File: src/rtl/fp16_pkg.sv
// rtl/fp16_pkg.sv - shared binary16 constants, FSM states and operand classifiers
package fp16_pkg;
    localparam int          EXP_BIAS = 15;
    localparam int          MANT_W   = 10;
    localparam logic [4:0]  EXP_ALL1 = 5'h1F;
    localparam logic [15:0] QNAN     = 16'h7E00;

    typedef enum logic [2:0] {IDLE, MUL, NORM, PACK, FIN} state_t;

    function automatic logic is_nan(input logic [15:0] x);
        return (x[14:10] == EXP_ALL1) && (x[9:0] != 10'd0);
    endfunction

    function automatic logic is_inf(input logic [15:0] x);
        return (x[14:10] == EXP_ALL1) && (x[9:0] == 10'd0);
    endfunction

    function automatic logic is_zero(input logic [15:0] x);
        return x[14:0] == 15'd0;
    endfunction
endpackage

File: src/rtl/fp16_mul_exc.sv
// rtl/fp16_mul_exc.sv - combinational special-operand resolver for binary16 multiply
module fp16_mul_exc
    import fp16_pkg::*;
(
    input  logic [15:0] i_a,
    input  logic [15:0] i_b,
    output logic        o_exc,
    output logic [15:0] o_q,
    output logic        o_inv
);
    logic w_s;
    assign w_s = i_a[15] ^ i_b[15];

    // First match wins; NaNs pass through with their own sign and payload.
    always_comb begin
        o_exc = 1'b0;
        o_q   = 16'h0000;
        o_inv = 1'b0;
        if (is_nan(i_a)) begin
            o_exc = 1'b1;
            o_q   = {i_a[15], EXP_ALL1, i_a[9:0]};
        end else if (is_nan(i_b)) begin
            o_exc = 1'b1;
            o_q   = {i_b[15], EXP_ALL1, i_b[9:0]};
        end else if ((is_inf(i_a) && is_zero(i_b)) || (is_zero(i_a) && is_inf(i_b))) begin
            o_exc = 1'b1;
            o_q   = QNAN;
            o_inv = 1'b1;
        end else if (is_inf(i_a) || is_inf(i_b)) begin
            o_exc = 1'b1;
            o_q   = {w_s, EXP_ALL1, 10'd0};
        end else if (is_zero(i_a) || is_zero(i_b)) begin
            o_exc = 1'b1;
            o_q   = {w_s, 15'd0};
        end
    end
endmodule

File: src/rtl/fp16_mul_seq.sv
// rtl/fp16_mul_seq.sv - multi-cycle binary16 multiplier with start/done handshake
module fp16_mul_seq
    import fp16_pkg::*;
#(
    parameter int EXP_BIAS = fp16_pkg::EXP_BIAS,
    parameter int MANT_W   = fp16_pkg::MANT_W
) (
    input  logic        i_clk,
    input  logic        i_rst,
    input  logic        i_start,
    input  logic [15:0] i_a,
    input  logic [15:0] i_b,
    output logic        o_busy,
    output logic        o_done,
    output logic [15:0] o_p,
    output logic        o_exc,
    output logic        o_inv,
    output logic        o_ovf,
    output logic        o_udf
);
    state_t             r_state;
    logic [3:0]         r_cnt;
    logic [10:0]        r_ma, r_mb;
    logic [21:0]        r_prod;
    logic signed [6:0]  r_e;
    logic               r_sign, r_sticky;
    logic               r_busy, r_done, r_exc, r_inv, r_ovf, r_udf;
    logic [15:0]        r_p;

    logic               w_exc, w_inv;
    logic [15:0]        w_q;
    logic [10:0]        w_ma, w_mb;
    logic [4:0]         w_ea, w_eb;
    logic signed [6:0]  w_e;

    fp16_mul_exc u_exc (.i_a(i_a), .i_b(i_b), .o_exc(w_exc), .o_q(w_q), .o_inv(w_inv));

    // Subnormals: hidden bit 0, exponent treated as 1.
    assign w_ma = {|i_a[14:10], i_a[MANT_W-1:0]};
    assign w_mb = {|i_b[14:10], i_b[MANT_W-1:0]};
    assign w_ea = (i_a[14:10] == 5'd0) ? 5'd1 : i_a[14:10];
    assign w_eb = (i_b[14:10] == 5'd0) ? 5'd1 : i_b[14:10];
    assign w_e  = $signed({2'b00, w_ea}) + $signed({2'b00, w_eb}) - $signed(7'(EXP_BIAS));

    logic [4:0] w_shift;
    always_comb begin
        w_shift = 5'd0;
        for (int i = 0; i <= 20; i++) begin
            if (r_prod[i]) w_shift = 5'(20 - i);
        end
    end

    logic              w_rnd;
    logic [11:0]       w_sum;
    logic [9:0]        w_mant;
    logic signed [6:0] w_ep;
    assign w_rnd  = r_prod[9] & ((|r_prod[8:0]) | r_sticky | r_prod[10]);
    assign w_sum  = {1'b0, r_prod[20:10]} + {11'd0, w_rnd};
    // A rounding carry renormalises: mantissa becomes sum[10:1] (all zero) and e+1.
    assign w_mant = w_sum[11] ? w_sum[10:1] : w_sum[9:0];
    assign w_ep   = w_sum[11] ? r_e + 7'sd1 : r_e;

    always_ff @(posedge i_clk) begin
        if (i_rst) begin
            r_state  <= IDLE;
            r_cnt    <= 4'd0;
            r_ma     <= 11'd0;
            r_mb     <= 11'd0;
            r_prod   <= 22'd0;
            r_e      <= 7'sd0;
            r_sign   <= 1'b0;
            r_sticky <= 1'b0;
            r_busy   <= 1'b0;
            r_done   <= 1'b0;
            r_p      <= 16'h0000;
            r_exc    <= 1'b0;
            r_inv    <= 1'b0;
            r_ovf    <= 1'b0;
            r_udf    <= 1'b0;
        end else begin
            r_done <= 1'b0;
            case (r_state)
                IDLE, FIN: begin
                    r_state <= IDLE;
                    if (i_start) begin
                        r_exc <= 1'b0;
                        r_inv <= 1'b0;
                        r_ovf <= 1'b0;
                        r_udf <= 1'b0;
                        if (w_exc) begin
                            r_p     <= w_q;
                            r_exc   <= 1'b1;
                            r_inv   <= w_inv;
                            r_done  <= 1'b1;
                            r_state <= FIN;
                        end else begin
                            r_ma     <= w_ma;
                            r_mb     <= w_mb;
                            r_e      <= w_e;
                            r_sign   <= i_a[15] ^ i_b[15];
                            r_prod   <= 22'd0;
                            r_sticky <= 1'b0;
                            r_cnt    <= 4'd0;
                            r_busy   <= 1'b1;
                            r_state  <= MUL;
                        end
                    end
                end
                MUL: begin
                    if (r_mb[r_cnt]) r_prod <= r_prod + ({11'd0, r_ma} << r_cnt);
                    if (r_cnt == 4'd10) r_state <= NORM;
                    else r_cnt <= r_cnt + 4'd1;
                end
                NORM: begin
                    if (r_prod[21]) begin
                        r_prod   <= r_prod >> 1;
                        r_sticky <= r_prod[0];
                        r_e      <= r_e + 7'sd1;
                    end else begin
                        r_prod <= r_prod << w_shift;
                        r_e    <= r_e - $signed({2'b00, w_shift});
                    end
                    r_state <= PACK;
                end
                PACK: begin
                    if (w_ep >= 7'sd31) begin
                        r_p   <= {r_sign, EXP_ALL1, 10'd0};
                        r_ovf <= 1'b1;
                    end else if (w_ep <= 7'sd0) begin
                        r_p   <= {r_sign, 15'd0};
                        r_udf <= 1'b1;
                    end else begin
                        r_p <= {r_sign, w_ep[4:0], w_mant};
                    end
                    r_busy  <= 1'b0;
                    r_done  <= 1'b1;
                    r_state <= FIN;
                end
                default: r_state <= IDLE;
            endcase
        end
    end

    assign o_busy = r_busy;
    assign o_done = r_done;
    assign o_p    = r_p;
    assign o_exc  = r_exc;
    assign o_inv  = r_inv;
    assign o_ovf  = r_ovf;
    assign o_udf  = r_udf;
endmodule

File: config.mk
export PLATFORM = sky130hd
export DESIGN_NAME = fp16_mul_seq
export DESIGN_NICKNAME = d
export VERILOG_FILES = /design/src/rtl/fp16_pkg.sv /design/src/rtl/fp16_mul_exc.sv /design/src/rtl/fp16_mul_seq.sv
export SDC_FILE = /design/constraint.sdc
export NUM_CORES = 1
export LEC_CHECK = 0
export ABC_CLOCK_PERIOD_IN_PS = 9280
export BUFFER_PORTS_ARGS = -buffer_cell sky130_fd_sc_hd__buf_2
export CAP_MARGIN = 25
export CORE_UTILIZATION = 60
export CTS_CLUSTER_SIZE = 8
export DETAILED_ROUTE_END_ITERATION = 12
export GPL_ROUTABILITY_DRIVEN = 0
export MAX_ROUTING_LAYER = met4
export PLACE_DENSITY = 0.76
export SLEW_MARGIN = 20
export SYNTH_ARGS = -nofsm -noshare
export SYNTH_HDL_FRONTEND = slang
export SYNTH_HIERARCHICAL = 1
export SYNTH_SLANG_ARGS = --single-unit
export TNS_END_PERCENT = 5
File: constraint.sdc
create_clock -name i_clk -period 9.28 [get_ports i_clk]
set_input_delay 1.856 -clock i_clk [delete_from_list [all_inputs] [get_ports i_clk]]
set_output_delay 1.856 -clock i_clk [all_outputs]
set_load 0.05 [all_outputs]
* After elaboration in Yosys (flattened, before gate mapping) *
Index checks and enable logic that the tools add are counted.

cells by class
  add/subtract/negate cells = 7
  $mul = 0
  div/mod/pow operators = 0
  $lt $le $gt $ge = 3
  eq/ne operators = 17
  shifts and indexed selects = 2
  muxes and demuxes = 79
  bitwise logic cells = 5
  reductions and logical operators = 36

operators with widths
  kind                                           count
  5-bit 2-to-1 mux                               23
  16-bit 2-to-1 mux                              7
  22-bit 2-to-1 mux                              4
  22-bit case mux with 3 select lines            1
  16-bit case mux with 2 select lines            1
  15-bit zero test                               2
  15-bit 2-to-1 mux                              2
  7-bit 2-to-1 mux                               4
  22-bit adder                                   1
  11-bit by 4-bit left shift with 22-bit output  1
  22-bit by 5-bit left shift with 22-bit output  1
  1-bit 2-to-1 mux                               21
  10-bit zero test                               2
  10-bit nonzero test                            2
  2-bit inequality test (second input constant)  9
  4-bit AND reduction                            4
  3-bit AND reduction                            5
  7-bit case mux with 2 select lines             1
  11-bit by 1-bit adder with 12-bit output       1
  4-bit 2-to-1 mux                               3
  3-bit case mux with 4 select lines             1
  5-bit == test (second input constant)          2
  5-bit zero test                                2
  10-bit 2-to-1 mux                              1
  30 further kinds                               48

word-level totals
  bits in registers = 82
  bits in latches = 0
  bits in writable memories = 0
  bits in read-only memories = 0
  input bits = 35
  output and inout bits = 22
  word-level logic and storage cells = 164
  memories = 0

* Logic depth before layout (Yosys ltp) *
  depth in word-level cells = 24
  depth in mapped cells = 19
  mapped depth without buffers = 18

* Cells and area by module *
The synthesis kept the hierarchy.

modules (own cells, without submodules)
  module        instances  cells an instance  area an instance (µm²)  sequential area each (µm²)
  fp16_mul_seq  1          1016               7412.1                  1641.6
  fp16_mul_exc  1          61                 379.1                   0.0

* Worst setup path after synthesis *
OpenSTA, ideal clock, no wires.

  path kind = input port to flip-flop
  start point = in i_b[5]
  end point = reg r_prod[11]
  library setup time = 92 ps
  arrival = 4071 ps
  required time = 9188 ps
  setup slack = 5117 ps
  stages on the path = 11
  path buffers = 1
  cells stage by stage = or4_4 -> nor4_4 -> a22oi_1 -> nand2b_1 -> nand2b_1 -> clkbuf_1 -> a21oi_1 -> nand2_1 -> a31o_1 -> a21oi_1 -> o32ai_1

on the way
  word-level cells in the longest chain between the ends = 9
  elaborated cells between the ends (all ways) = 17
  classes of those cells = eq/ne (1); mux (5); reduce/logical (11)

RTL lines
  item                                                          RTL line                                text
  from (decl)                                                   fp16_mul_seq.sv:12                      input logic [15:0] i_b,
  15-bit zero test / 10-bit zero test (equally long branches)   fp16_pkg.sv:19, fp16_pkg.sv:15
  1-bit logical OR / 1-bit logical AND (equally long branches)  fp16_mul_exc.sv:32, fp16_pkg.sv:15
  1-bit 2-to-1 mux (tied with other cells)                      fp16_mul_exc.sv:32                      end else if (is_zero(i_a) || is_zero(i_b)) begin
  1-bit 2-to-1 mux / 1-bit logical OR (equally long branches)   fp16_mul_exc.sv:29, fp16_mul_exc.sv:25
  1-bit 2-to-1 mux                                              fp16_mul_exc.sv:25                      end else if ((is_inf(i_a) && is_zero(i_b)) || (is_zero(i_a) && is_inf(i_b))) begin
  1-bit 2-to-1 mux (*)                                          fp16_mul_exc.sv:22                      end else if (is_nan(i_b)) begin
  1-bit 2-to-1 mux (*)                                          fp16_mul_exc.sv:19                      if (is_nan(i_a)) begin
  named net w_exc                                               fp16_mul_seq.sv:30                      logic w_exc, w_inv;
  2-bit inequality test (no line) (*)                           -
  4-bit AND reduction (no line) (*)                             -
  to (signal assigned)                                          fp16_mul_seq.sv:110                     if (r_mb[r_cnt]) r_prod <= r_prod + ({11'd0, r_ma} << r_cnt);
  to (signal assigned)                                          fp16_mul_seq.sv:116                     r_prod <= r_prod >> 1;
  to (signal assigned)                                          fp16_mul_seq.sv:120                     r_prod <= r_prod << w_shift;
  to (decl)                                                     fp16_mul_seq.sv:24                      logic [21:0] r_prod;

Mark *: on every way through the listed nets, which the timed path passes. The rest lies on a longest branch.
A chain may end at the register's enable or synchronous reset.

* Worst setup path in the final report *
  start point = reg r_cnt[1]
  end point = reg r_prod[20]

on the way
  word-level cells in the longest chain between the ends = 4
  elaborated cells between the ends (all ways) = 8
  classes of those cells = add/sub (1); eq/ne (1); shift (1); mux (4); reduce/logical (1)

RTL lines
  item                                                                                                               RTL line             text
  from (decl)                                                                                                        fp16_mul_seq.sv:22   logic [3:0] r_cnt;
  from (signal assigned)                                                                                             fp16_mul_seq.sv:112  else r_cnt <= r_cnt + 4'd1;
  11-bit by 4-bit left shift with 22-bit output / 1-bit binary-select mux with 4-bit select (equally long branches)  fp16_mul_seq.sv:110
  22-bit adder / 1-bit 2-to-1 mux (equally long branches)                                                            fp16_mul_seq.sv:110
  22-bit 2-to-1 mux / 2-bit inequality test (equally long branches)                                                  -
  22-bit case mux with 3 select lines / 4-bit AND reduction (equally long branches)                                  -

Several ways; a longest one is shown, not always the timed one. The select of a mux whose other input is x is not followed.

==> reports/metrics.cfg <==
[clock_network]
insertion_delay_ps = 350
cts-hold-fix-buffers = 0
cts.reportedPaths.clkPinSlew_ps = 80
ctsResizeCount = 0
cts_sinks = 82
cts_tree = done
cts_made_buffers = 9
cts_root_buf = clkbuf_16
cts_buffer_depth = 2
post_cts_buffers = 0
htree_levels = 3

[grt]
grt_pass1_wl_mm = 38.94
overflow = 0
grt_antenna_before_repair = 0
grt_max_degree = 66
grt_usage = 0.3836
grt_pass1_vias = 7482

[sta]
rsz0062_at_grt = false
hold_viol_final = 0
setup_violations = 0
fin_ws_ps = 4823
finalCritPeriodShare = 0.4803
relSlewSlack = 0.3336
fin_setup_tns_ps = 0
period_needed_ps = 4457
max_freq_mhz = 224.4
finClkSkew_ps = 10.20
holdWs_ps = 456.0
slew_violations = 0
tightest_slew_ps = 998.2

[job]
drv_cap = 0

[floorplanning]
die_h_um = 116.0
rows = 41
ios = 57
die_x_um = 116.0
start_util = 0.6174
dieArea_um2 = 13450
coreArea_um2 = 12620

[power]
p_sw_frac = 0.5615
total_leakage_power_nw = 3.326
ir_worst_vdd_uv = 265.4
internal-power_mw = 1.370
power.switching_mw = 1.754
clock_power_share = 0.117
powerDensity_nw_per_um2 = 376.7
combPwrFrac = 0.672
p_seq_frac = 0.211

[route]
avgRoutedWirePerCell_um = 19.40
finalWirelength_mm = 24.02
via_per_inst = 6.774
firstDrtPassIters = 8
drtIter0Drc = 1044
antenna_left = 0
vias = 8386
route.detailed.drc = 0

[yosys]
seq_area_frac_synth = 0.2107
syn_inst = 1077
syn_area_um2 = 7791
synthTopCellsByCount = 133 x nand2_1, 101 x nor2_1, 98 x a21oi_1
synth-main-ff-cell = dfxtp_1
yosys.area.top_type_share = 0.2107
synth_edf_count = 0
syn_nets = 1156
avgSynthCellArea_um2 = 7.234
synth_top_cell_by_area = dfxtp_1
synth_most_common_cell = nand2_1
netlist-cell-type-count = 83
ys_warn_count = 6
ys_ff_latch = 82
async_reset_ff_frac = 0
synthTopCellsByArea = dfxtp_1 21%, ha_1 6.6%, nand2_1 6.4%, a21oi_1 6.3%, nor2_1 4.9%

[setup_path]
cp.depth = 17
worst_setup_path_end_kind = flop
crit_end = r_prod[20]
worst-path-buf-inv = 0
arrival_ps = 4670
max_stage_delay_ps = 980
crit_required_ps = 9490
rrSetupSlack_ps = 4820
timing.rr.start = r_cnt[1]
startpoint = r_cnt[1]
cp_max_fo = 26
worstRegToRegCells = 17
critPathTopFamily = compound AO/OA/AOI/OAI gates
cp_slowest_cell = dfxtp_1
cp-start-kind = flop
crit_type = flop to flop
r2r-end = r_prod[20]
crit_path_cell_trace = mux2_2 -> nor2_1 -> a21oi_1 -> nand2_1 -> o21a_1 -> nor2_1 -> ha_1 -> a21oi_1 -> nor2b_1 -> nor4_1 -> o311ai_1 -> a311o_1 -> a31oi_1 -> o21ai_1 -> xor2_1 -> a211oi_1 -> a211oi_1

[hold_path]
hold_class = flop to flop

[place]
dp_slack_ps = 4669
io_buffers = 56
dp_hpwl_mm = 17.39

[cells_and_area]
antenna_cells = 0
area_growth_pct = 6.408
nets = 1140
drive_gt1_frac = 0.1107

[run_status]
outcome = finished clean

-- registers in the layout, indices dropped and copies added, names as in the netlist --
register and count:
r_e 7, r_sign 1, o_udf 1, o_p 16
r_prod 22, r_state 3, r_sticky 1, r_cnt 4
o_ovf 1, o_inv 1, r_ma 11, o_exc 1
o_busy 1, r_mb 11, o_done 1
-- per-stage QoR --
stage                     cell area [um2]    util  power [mW]  cells
after floorplan                      7791       -       2.175   1077
after global placement               7983  0.6326       2.648   1221
after detailed placement             7983  0.6326       2.650   1221
after CTS                            8280  0.6562       3.023   1237
after global routing                 8290  0.6570       3.327   1238
final                                8290  0.6570       3.123   1238
-- power groups by stage --
stage	clock, mW	combinational (mW)	sequential (mW)
final	0.365	2.10	0.660
after global routing	0.376	2.28	0.667
after CTS	0.364	2.02	0.642
after detailed placement	0	2.00	0.649
after global placement	0	2.00	0.650
after floorplan	0	1.65	0.524
-- final cells by class --
cell class	instances	area [um2]
inverters	30	112.6
clock buffers	9	225.2
fillers	1188	4329
well taps	172	215.2
clock inverters	7	72.57
repair buffers	64	337.8
flip-flops and latches	82	1642
multi-input cells	874	5685
-- worst min-delay path, delay by kind of cell, from the launching register on --
kind,cells,cell delay [ps]
flip-flops,1,310
AND/OR/NAND/NOR,1,50
AO/OA/AOI/OAI,1,50
-- metal layers --
metal	part of all wire	vias up	GRT usage	routed length, um
li1	-	3942	-	-
met3	0.097	127	0.08107	2324
met2	0.43	534	0.5623	10280
met5	0	-	-	0
met1	0.43	3783	0.5103	10330
met4	0.045	0	0.1564	1092
-- worst min path at each step --
stage          cells past startpoint    start  slack [ps]      end
6_report                           2  r_mb[8]         460  r_mb[8]
5_1_grt                            2  r_mb[0]         470  r_mb[0]
4_1_cts                            2  r_mb[0]         460  r_mb[0]
3_5_place_dp                       2    o_inv         440    o_inv
3_3_place_gp                       2    o_inv         440    o_inv
2_1_floorplan                      2  r_mb[2]         430  r_mb[2]
-- placed cells by master (no fill, tap or decap), types with 4 or more instances in the layout --
cell | Yosys | routed
a211oi_1 | 29 | 29
a221o_1 | 4 | 4
a221oi_1 | 10 | 10
and3_1 | 6 | 6
mux4_2 | 4 | 4
nand2b_1 | 5 | 5
or4_1 | 7 | 7
a311oi_1 | 5 | 5
buf_2 | 5 | 57
buf_4 | 6 | 7
mux2i_1 | 37 | 37
o22ai_1 | 13 | 13
nand3_1 | 32 | 32
o21a_1 | 10 | 10
nand2_1 | 133 | 133
ha_1 | 41 | 41
o211ai_1 | 18 | 18
inv_1 | 26 | 26
clkbuf_16 | 0 | 9
nor3_1 | 28 | 26
a211o_1 | 5 | 5
dfxtp_1 | 82 | 82
o311ai_1 | 4 | 4
xnor2_1 | 26 | 26
nand4_1 | 7 | 7
o21ai_0 | 72 | 72
nor2b_1 | 16 | 16
a21o_1 | 17 | 17
and2_1 | 6 | 6
a22oi_1 | 5 | 5
nor4_1 | 14 | 13
o21ai_1 | 4 | 4
mux2_2 | 5 | 5
xor2_1 | 16 | 16
nor2_1 | 101 | 100
a22o_1 | 10 | 10
a21oi_1 | 98 | 98
a31oi_1 | 11 | 11
-- cell families after synthesis --
group / count (synthesis) / synth area share
xor gates and xnor gates: 42 / 0.04721
muxes: 46 / 0.06632
and+or+nand+nor: 372 / 0.2202
buffers and inverters: 121 / 0.06199
adders and majority gates: 44 / 0.07355
AOI/OAI and AO/OA: 370 / 0.3201
DFF: 82 / 0.2107
No activity file was read; power rests on OpenSTA's default activity.
